<file path="src/rtl/uart_tx_mmio_if.sv">
// Data-memory bus bundle between the CPU side (master) and the UART responder (slave).
interface uart_tx_mmio_if;
  logic        ce;
  logic        we;
  logic [31:0] addr;
  logic [3:0]  sel;
  logic [31:0] data_i;
  logic [31:0] data_o;
  logic        hit_o;

  modport master (output ce, we, addr, sel, data_i, input data_o, hit_o);
  modport slave  (input ce, we, addr, sel, data_i, output data_o, hit_o);
endinterface

</file>
<file path="src/rtl/uart_tx_mmio.sv">
// Memory-mapped 8N1 UART transmitter with TX FIFO on the OpenMIPS data bus.
// Optional interrupt output enabled by defining UART_TX_IRQ_EN.
module uart_tx_mmio #(
  parameter logic [31:0] BASE_ADDR   = 32'h1000_0000,
  parameter int unsigned FIFO_DEPTH  = 8,
  parameter logic [15:0] DEFAULT_DIV = 16'd433
) (
  input  logic           clk,
  input  logic           rst,
  uart_tx_mmio_if.slave  bus,
  output logic           txd_o,
  output logic           irq_o
);
  localparam int unsigned AW = $clog2(FIFO_DEPTH);

  typedef enum logic [1:0] {IDLE, START, DATA, STOP} state_e;

  state_e      state_q, state_d;
  logic [15:0] cnt_q, cnt_d;
  logic [2:0]  bit_q, bit_d;
  logic [7:0]  shift_q, shift_d;
  logic [7:0]  mem_q [FIFO_DEPTH];
  logic [AW-1:0] wptr_q, rptr_q;
  logic [AW:0] count_q, count_d;
  logic        ovf_q;
  logic [15:0] div_q;
  logic        en_q;
  logic        irqen_rd;
  logic        hit, wr, push, push_ok, pop, clr_ovf, full, empty, bit_end, busy;
  logic [1:0]  off;
  logic [4:0]  cnt5;
  logic [31:0] rdata;
  logic        unused_bits;

  assign hit     = bus.ce && (bus.addr[31:4] == BASE_ADDR[31:4]);
  assign off     = bus.addr[3:2];
  assign wr      = hit && bus.we && (bus.sel == 4'b1111);
  assign push    = wr && (off == 2'd0);
  assign clr_ovf = wr && (off == 2'd1) && bus.data_i[3];
  assign full    = (count_q == (AW+1)'(FIFO_DEPTH));
  assign empty   = (count_q == '0);
  assign pop     = (state_q == IDLE) && en_q && !empty;
  // A push into a full FIFO still fits when the head leaves on the same edge.
  assign push_ok = push && (!full || pop);
  assign bit_end = (cnt_q >= div_q);
  assign cnt5    = 5'(count_q);
  assign unused_bits = ^{bus.addr[1:0], bus.data_i[31:16]};

  always_comb begin
    count_d = count_q;
    case ({push_ok, pop})
      2'b10:   count_d = count_q + (AW+1)'(1);
      2'b01:   count_d = count_q - (AW+1)'(1);
      default: count_d = count_q;
    endcase
  end

  always_ff @(posedge clk) begin
    if (push_ok) mem_q[wptr_q] <= bus.data_i[7:0];
  end

  always_ff @(posedge clk) begin
    if (rst) begin
      wptr_q  <= '0;
      rptr_q  <= '0;
      count_q <= '0;
      ovf_q   <= 1'b0;
      div_q   <= DEFAULT_DIV;
      en_q    <= 1'b0;
    end else begin
      count_q <= count_d;
      if (push_ok) wptr_q <= wptr_q + AW'(1);
      if (pop)     rptr_q <= rptr_q + AW'(1);
      if (push && !push_ok) ovf_q <= 1'b1;
      else if (clr_ovf)     ovf_q <= 1'b0;
      if (wr && off == 2'd2) div_q <= bus.data_i[15:0];
      if (wr && off == 2'd3) en_q  <= bus.data_i[0];
    end
  end

  always_ff @(posedge clk) begin
    if (rst) begin
      state_q <= IDLE;
      cnt_q   <= '0;
      bit_q   <= '0;
      shift_q <= '0;
    end else begin
      state_q <= state_d;
      cnt_q   <= cnt_d;
      bit_q   <= bit_d;
      shift_q <= shift_d;
    end
  end

  always_comb begin
    state_d = state_q;
    cnt_d   = '0;
    bit_d   = bit_q;
    shift_d = shift_q;
    if (state_q != IDLE && !bit_end) cnt_d = cnt_q + 16'd1;
    case (state_q)
      IDLE: begin
        bit_d = '0;
        if (pop) begin
          shift_d = mem_q[rptr_q];
          state_d = START;
        end
      end
      START: if (bit_end) state_d = DATA;
      DATA: if (bit_end) begin
        shift_d = {1'b0, shift_q[7:1]};
        bit_d   = bit_q + 3'd1;
        if (bit_q == 3'd7) state_d = STOP;
      end
      STOP: if (bit_end) state_d = IDLE;
      default: state_d = IDLE;
    endcase
  end

  always_comb begin
    txd_o = 1'b1;
    busy  = (state_q != IDLE);
    case (state_q)
      START:   txd_o = 1'b0;
      DATA:    txd_o = shift_q[0];
      default: txd_o = 1'b1;
    endcase
  end

`ifdef UART_TX_IRQ_EN
  logic irqen_q, irq_q;

  always_ff @(posedge clk) begin
    if (rst) begin
      irqen_q <= 1'b0;
      irq_q   <= 1'b0;
    end else begin
      if (wr && off == 2'd3) irqen_q <= bus.data_i[1];
      if (push || !irqen_q)
        irq_q <= 1'b0;
      else if (state_q == STOP && bit_end && empty)
        irq_q <= 1'b1;
    end
  end

  assign irq_o    = irq_q;
  assign irqen_rd = irqen_q;
`else
  assign irq_o    = 1'b0;
  assign irqen_rd = 1'b0;
`endif

  always_comb begin
    rdata = '0;
    if (hit && !bus.we) begin
      case (off)
        2'd1:    rdata = {23'd0, cnt5, ovf_q, empty, full, busy};
        2'd2:    rdata = {16'd0, div_q};
        2'd3:    rdata = {30'd0, irqen_rd, en_q};
        default: rdata = '0;
      endcase
    end
  end

  assign bus.data_o = rdata;
  assign bus.hit_o  = hit;
endmodule

</file>
<file path="src/flat_wrapper.sv">
// flat-port wrapper written by rule: the top's interface ports become plain ports
module uart_tx_mmio_flat 
#(
  parameter logic [31:0] BASE_ADDR   = 32'h1000_0000,
  parameter int unsigned FIFO_DEPTH  = 8,
  parameter logic [15:0] DEFAULT_DIV = 16'd433
)
  (clk, rst, txd_o, irq_o, bus_ce, bus_we, bus_addr, bus_sel, bus_data_i, bus_data_o, bus_hit_o);
  uart_tx_mmio_if bus_i ();
  input  logic clk;
  input  logic rst;
  output logic txd_o;
  output logic irq_o;
  input wire logic [$bits(bus_i.ce)-1:0] bus_ce;
  input wire logic [$bits(bus_i.we)-1:0] bus_we;
  input wire logic [$bits(bus_i.addr)-1:0] bus_addr;
  input wire logic [$bits(bus_i.sel)-1:0] bus_sel;
  input wire logic [$bits(bus_i.data_i)-1:0] bus_data_i;
  output wire logic [$bits(bus_i.data_o)-1:0] bus_data_o;
  output wire logic [$bits(bus_i.hit_o)-1:0] bus_hit_o;
  assign bus_i.ce = bus_ce;
  assign bus_i.we = bus_we;
  assign bus_i.addr = bus_addr;
  assign bus_i.sel = bus_sel;
  assign bus_i.data_i = bus_data_i;
  assign bus_data_o = bus_i.data_o;
  assign bus_hit_o = bus_i.hit_o;
  uart_tx_mmio #(.BASE_ADDR(BASE_ADDR), .FIFO_DEPTH(FIFO_DEPTH), .DEFAULT_DIV(DEFAULT_DIV)) u_core (.clk(clk), .rst(rst), .bus(bus_i), .txd_o(txd_o), .irq_o(irq_o));
endmodule
</file>
<file path="config.mk">
export PLATFORM = sky130hd
export DESIGN_NAME = uart_tx_mmio_flat
export DESIGN_NICKNAME = d
export VERILOG_FILES = /design/src/rtl/uart_tx_mmio_if.sv /design/src/rtl/uart_tx_mmio.sv /design/src/flat_wrapper.sv
export SDC_FILE = /design/constraint.sdc
export NUM_CORES = 1
export LEC_CHECK = 0
export CORE_MARGIN = 5
export CORE_UTILIZATION = 45
export DETAILED_ROUTE_END_ITERATION = 10
export HOLD_SLACK_MARGIN = 0.08
export PLACE_DENSITY = 0.74
export SLEW_MARGIN = 40
export SYNTH_ARGS = -nofsm -noshare
export SYNTH_HDL_FRONTEND = slang
export SYNTH_SLANG_ARGS = --single-unit
</file>
<file path="constraint.sdc">
create_clock -name clk -period 3.01 [get_ports clk]
set_clock_uncertainty 0.1 [all_clocks]
set_input_delay 0.4515 -clock clk [delete_from_list [all_inputs] [get_ports clk]]
set_output_delay 0.4515 -clock clk [all_outputs]
set_load 0.1 [all_outputs]
</file>
==> key figures <==
Synth
  • Synth async-reset ratio: 0%
  • Post-synth cell types: 57
  • Yosys reg bits: 124
  • Most used DFF post-synth: edfxtp_1
  • Post-synth top area share: 32.1%
  • Post-synth top area cell: edfxtp_1
  • Top cells by area, synth: edfxtp_1 32%, dfxtp_1 20%, ha_1 5.6%
  • Synth Instances: 521
  • Syn. warnings: 0
  • Number of flops mapped to enable cells by yosys: 64
  • Post-synthesis sequential area ratio: 52.1%
  • Synthesized area per cell: 11.5 um2
  • Syn Std Cell Area: 0.00599 mm2

CTS
  • Setup bufs post-CTS: 0
  • CTS tree: yes
  • Clock Path Buffers: 2
  • CTS Root Cell: clkbuf_16
  • Clk sink count: 124
  • Clock transition at the registers of the reported paths: 0.05 ns
  • Number of buffers created by CTS: 17
  • # H-tree levels: 4
  • Skew-Pair Late Insertion Delay: 0.41 ns

Worst setup path
  • Flop2flop setup slack: 0.39 ns
  • Slowest cell on the critical path: clkdlybuf4s50_1
  • FF-to-FF End: u_core.count_q[3]$_SDFFE_PP0P_
  • Crit path from: bus_addr[20]
  • Critical path data arrival time: 2.35 ns
  • Max incr delay on CP: 0.41 ns
  • Top cell by count, worst path: buf_4
  • CP bufs+invs: 4
  • Critical path class: input pin to output port
  • Crit start category: input pin
  • CP max FO: 8
  • RR Startpoint: u_core.state_q[1]$_SDFFE_PP0P_
  • Critical path depth in cells: 8
  • CP Cell Sequence: clkdlybuf4s50_1 -> nor4b_2 -> nand4_1 -> buf_4 -> or3_4 -> nor2_1 -> buf_4 -> buf_12
  • Delay-heaviest family, CP: simple AND/OR/NAND/NOR gates
  • CP Data Required Time: 2.46 ns
  • Crit end category: output port
  • Worst setup endpoint: bus_data_o[2]
  • Worst Reg-to-Reg Cells: 11

Power and ir drop
  • Max IR drop VDD: 276 uV
  • Combinational Power Share: 11.2%
  • Clock network power share: 44.4%
  • Psw: 1010 uW
  • Sw Ratio: 24.7%
  • Power per cell area: 530 mW/mm2
  • Share of power burned in registers: 44.4%
  • P_int: 3080 uW
  • Lkg Pwr: 0.00279 uW

Floorplanning
  • Starting Density: 45.6%
  • # IOs: 107
  • # rows: 42
  • Die Ht: 125 um
  • Die Span X: 125 um
  • Die area: 0.0157 mm2
  • Core box area: 0.0131 mm2

GRT
  • Vias in the first global route: 4513
  • Initial antenna violation count: 0
  • Grt total ovfl: 0
  • Pin count of the biggest net entering global routing: 40
  • First-pass GRT wire length: 22000 um
  • GRT Total Usage: 17.5%

Place
  • Placed instance area: 0.00715 mm2
  • HPWL after DPL: 9690 um
  • Routability cong.: 0.827
  • Port bufs: 71

Routing
  • 1st-iter DRT viols: 191
  • Vias: 4275
  • Drt first pass iters: 5
  • Final wirelength: 13500 um
  • DR DRC count: 0
  • Vias per inst: 5.30
  • DR WL/cell: 16.7 um
  • Antenna-violating nets left: 0

Cells and area
  • Ant. Diodes: 0
  • Post-layout instance area: 0.00773 mm2
  • Final #Nets: 717
  • Fillers: 1063
  • Layout cells sized above 1: 19.4%
  • Multi-input logic area: 0.00260 mm2
  • Most frequent cells in the layout: 64 x edfxtp_1, 58 x dfxtp_1, 53 x clkdlybuf4s50_1, 52 x nor2_1, 32 x inv_1
  • Post-layout util: 58.8%
  • Sequential cell area: 0.00313 mm2
  • Area delta synth->final: 28.9%
  • Most common cell after layout, fill and taps aside: edfxtp_1

Job
  • Max cap viols: 0

Timing
  • Relative max-transition margin: 49.8%
  • Crit share post-route: 96.5%
  • Max-slew violations: 0
  • Minimum clock period: 2.90 ns
  • Fmax: 344 MHz
  • Final hold vios: 0
  • RSZ-0062 raised after global routing: true
  • Finish-stage setup viols: 0
  • Actual slew at the worst max-slew pin: 0.752 ns

Status
  • Outcome: finished, final reports clean

Min path
  • HP Class: flop to flop
==> Yosys cell counts (8+ instances only) <==
master / instances
a21oi_1: 20
a22oi_1: 8
and3_1: 12
buf_4: 21
clkbuf_1: 12
dfxtp_1: 60
edfxtp_1: 64
ha_1: 27
inv_1: 32
mux2i_1: 21
mux4_2: 14
nand2_1: 23
nand3_1: 10
nand4_1: 11
nor2_1: 57
nor2_4: 8
nor3_1: 10
o21ai_0: 11
or3_1: 8
xnor2_1: 11
xor2_1: 8
==> worst register-to-register path: cells and delay by family, from the launching register on <==
kind | cells | cell delay, ns
AOI/OAI and AO/OA | 2 | 0.34
adders and majority gates | 2 | 0.48
buffers and inverters | 2 | 0.18
DFF | 1 | 0.33
muxes | 2 | 0.55
and+or+nand+nor | 3 | 0.53
==> timing repair <==
item,CTS,global route
resized for setup,1,8
hold buffers,0,0
pin swaps,0,1
endpoints found under the setup margin,7,9
==> worst min path at each step <==
| stage | startpoint | to | slack (ns) | cells after the start |
|---|---|---|---|---|
| after CTS | u_core.shift_q[1]$_SDFFE_PP0P_ | u_core.shift_q[1]$_SDFFE_PP0P_ | 0.37 | 2 |
| after global placement | u_core.bit_q[0]$_SDFFE_PP0P_ | u_core.bit_q[0]$_SDFFE_PP0P_ | 0.35 | 2 |
| after floorplan | u_core.bit_q[0]$_SDFFE_PP0P_ | u_core.bit_q[0]$_SDFFE_PP0P_ | 0.34 | 2 |
| after detailed placement | u_core.shift_q[1]$_SDFFE_PP0P_ | u_core.shift_q[1]$_SDFFE_PP0P_ | 0.37 | 2 |
| final | u_core.shift_q[5]$_SDFFE_PP0P_ | u_core.shift_q[5]$_SDFFE_PP0P_ | 0.37 | 2 |
| after global routing | u_core.shift_q[5]$_SDFFE_PP0P_ | u_core.shift_q[5]$_SDFFE_PP0P_ | 0.39 | 2 |
==> power by group through the flow <==
stage / combinational, uW / sequential, uW / clock, uW
floorplan: 334 / 1850 / 0
global placement: 443 / 1850 / 0
detailed placement: 455 / 1850 / 0
CTS: 457 / 1820 / 1840
global route: 488 / 1820 / 1930
finish: 458 / 1820 / 1820
==> cell type report <==
class / instances / share of cell area [%]
repair buffers: 100 / 14.5
multi-input cells: 341 / 33.7
clock inverters: 13 / 1.31
flip-flops and latches: 124 / 40.5
inverters: 33 / 1.60
clock buffers: 19 / 5.60
well taps: 176 / 2.85
==> kinds of logic after synthesis <==
logic type                 after synthesis  synth area share, %
other                                    1               0.0626
adders and majority gates               28                 5.97
and+or+nand+nor                        169                 15.2
xor gates and xnor gates                19                 2.78
DFF                                    124                 52.1
AOI/OAI and AO/OA                       65                 7.39
buffers and inverters                   72                 6.28
muxes                                   43                 10.3
==> registers in the layout (all words and copies together) (netlist names), named ones only <==
register and cells:
u_core.mem_q 64, u_core.cnt_q 16, u_core.div_q 16, u_core.shift_q 8, u_core.count_q 4, u_core.bit_q 3, u_core.rptr_q 3, u_core.wptr_q 3
u_core.state_q 2, u_core.en_q 1, u_core.ovf_q 1
==> per-stage QoR <==
step	total power (uW)	setup TNS [ns]	setup WS [ns]	hold WS (ns)	instances
after floorplan	2180	-1.92	-0.240	0.344	537
after global placement	2290	-0.183	-0.176	0.354	774
after detailed placement	2310	-0.716	-0.255	0.367	774
after CTS	4110	0	0.0567	0.374	806
after global routing	4230	-0.0126	-0.00666	0.389	806
final	4090	0	0.106	0.374	806
==> metal layers <==
metal / vias to the layer above / routed length [um] / global-route usage [%]
met1: 2061 / 5540 / 20.9
met4: 0 / 207 / 5.55
met3: 16 / 840 / 5.03
met5: - / 0 / 0
met2: 153 / 6890 / 30.4
li1: 2045 / - / -
Note: power is estimated with default switching activity, not from simulation.
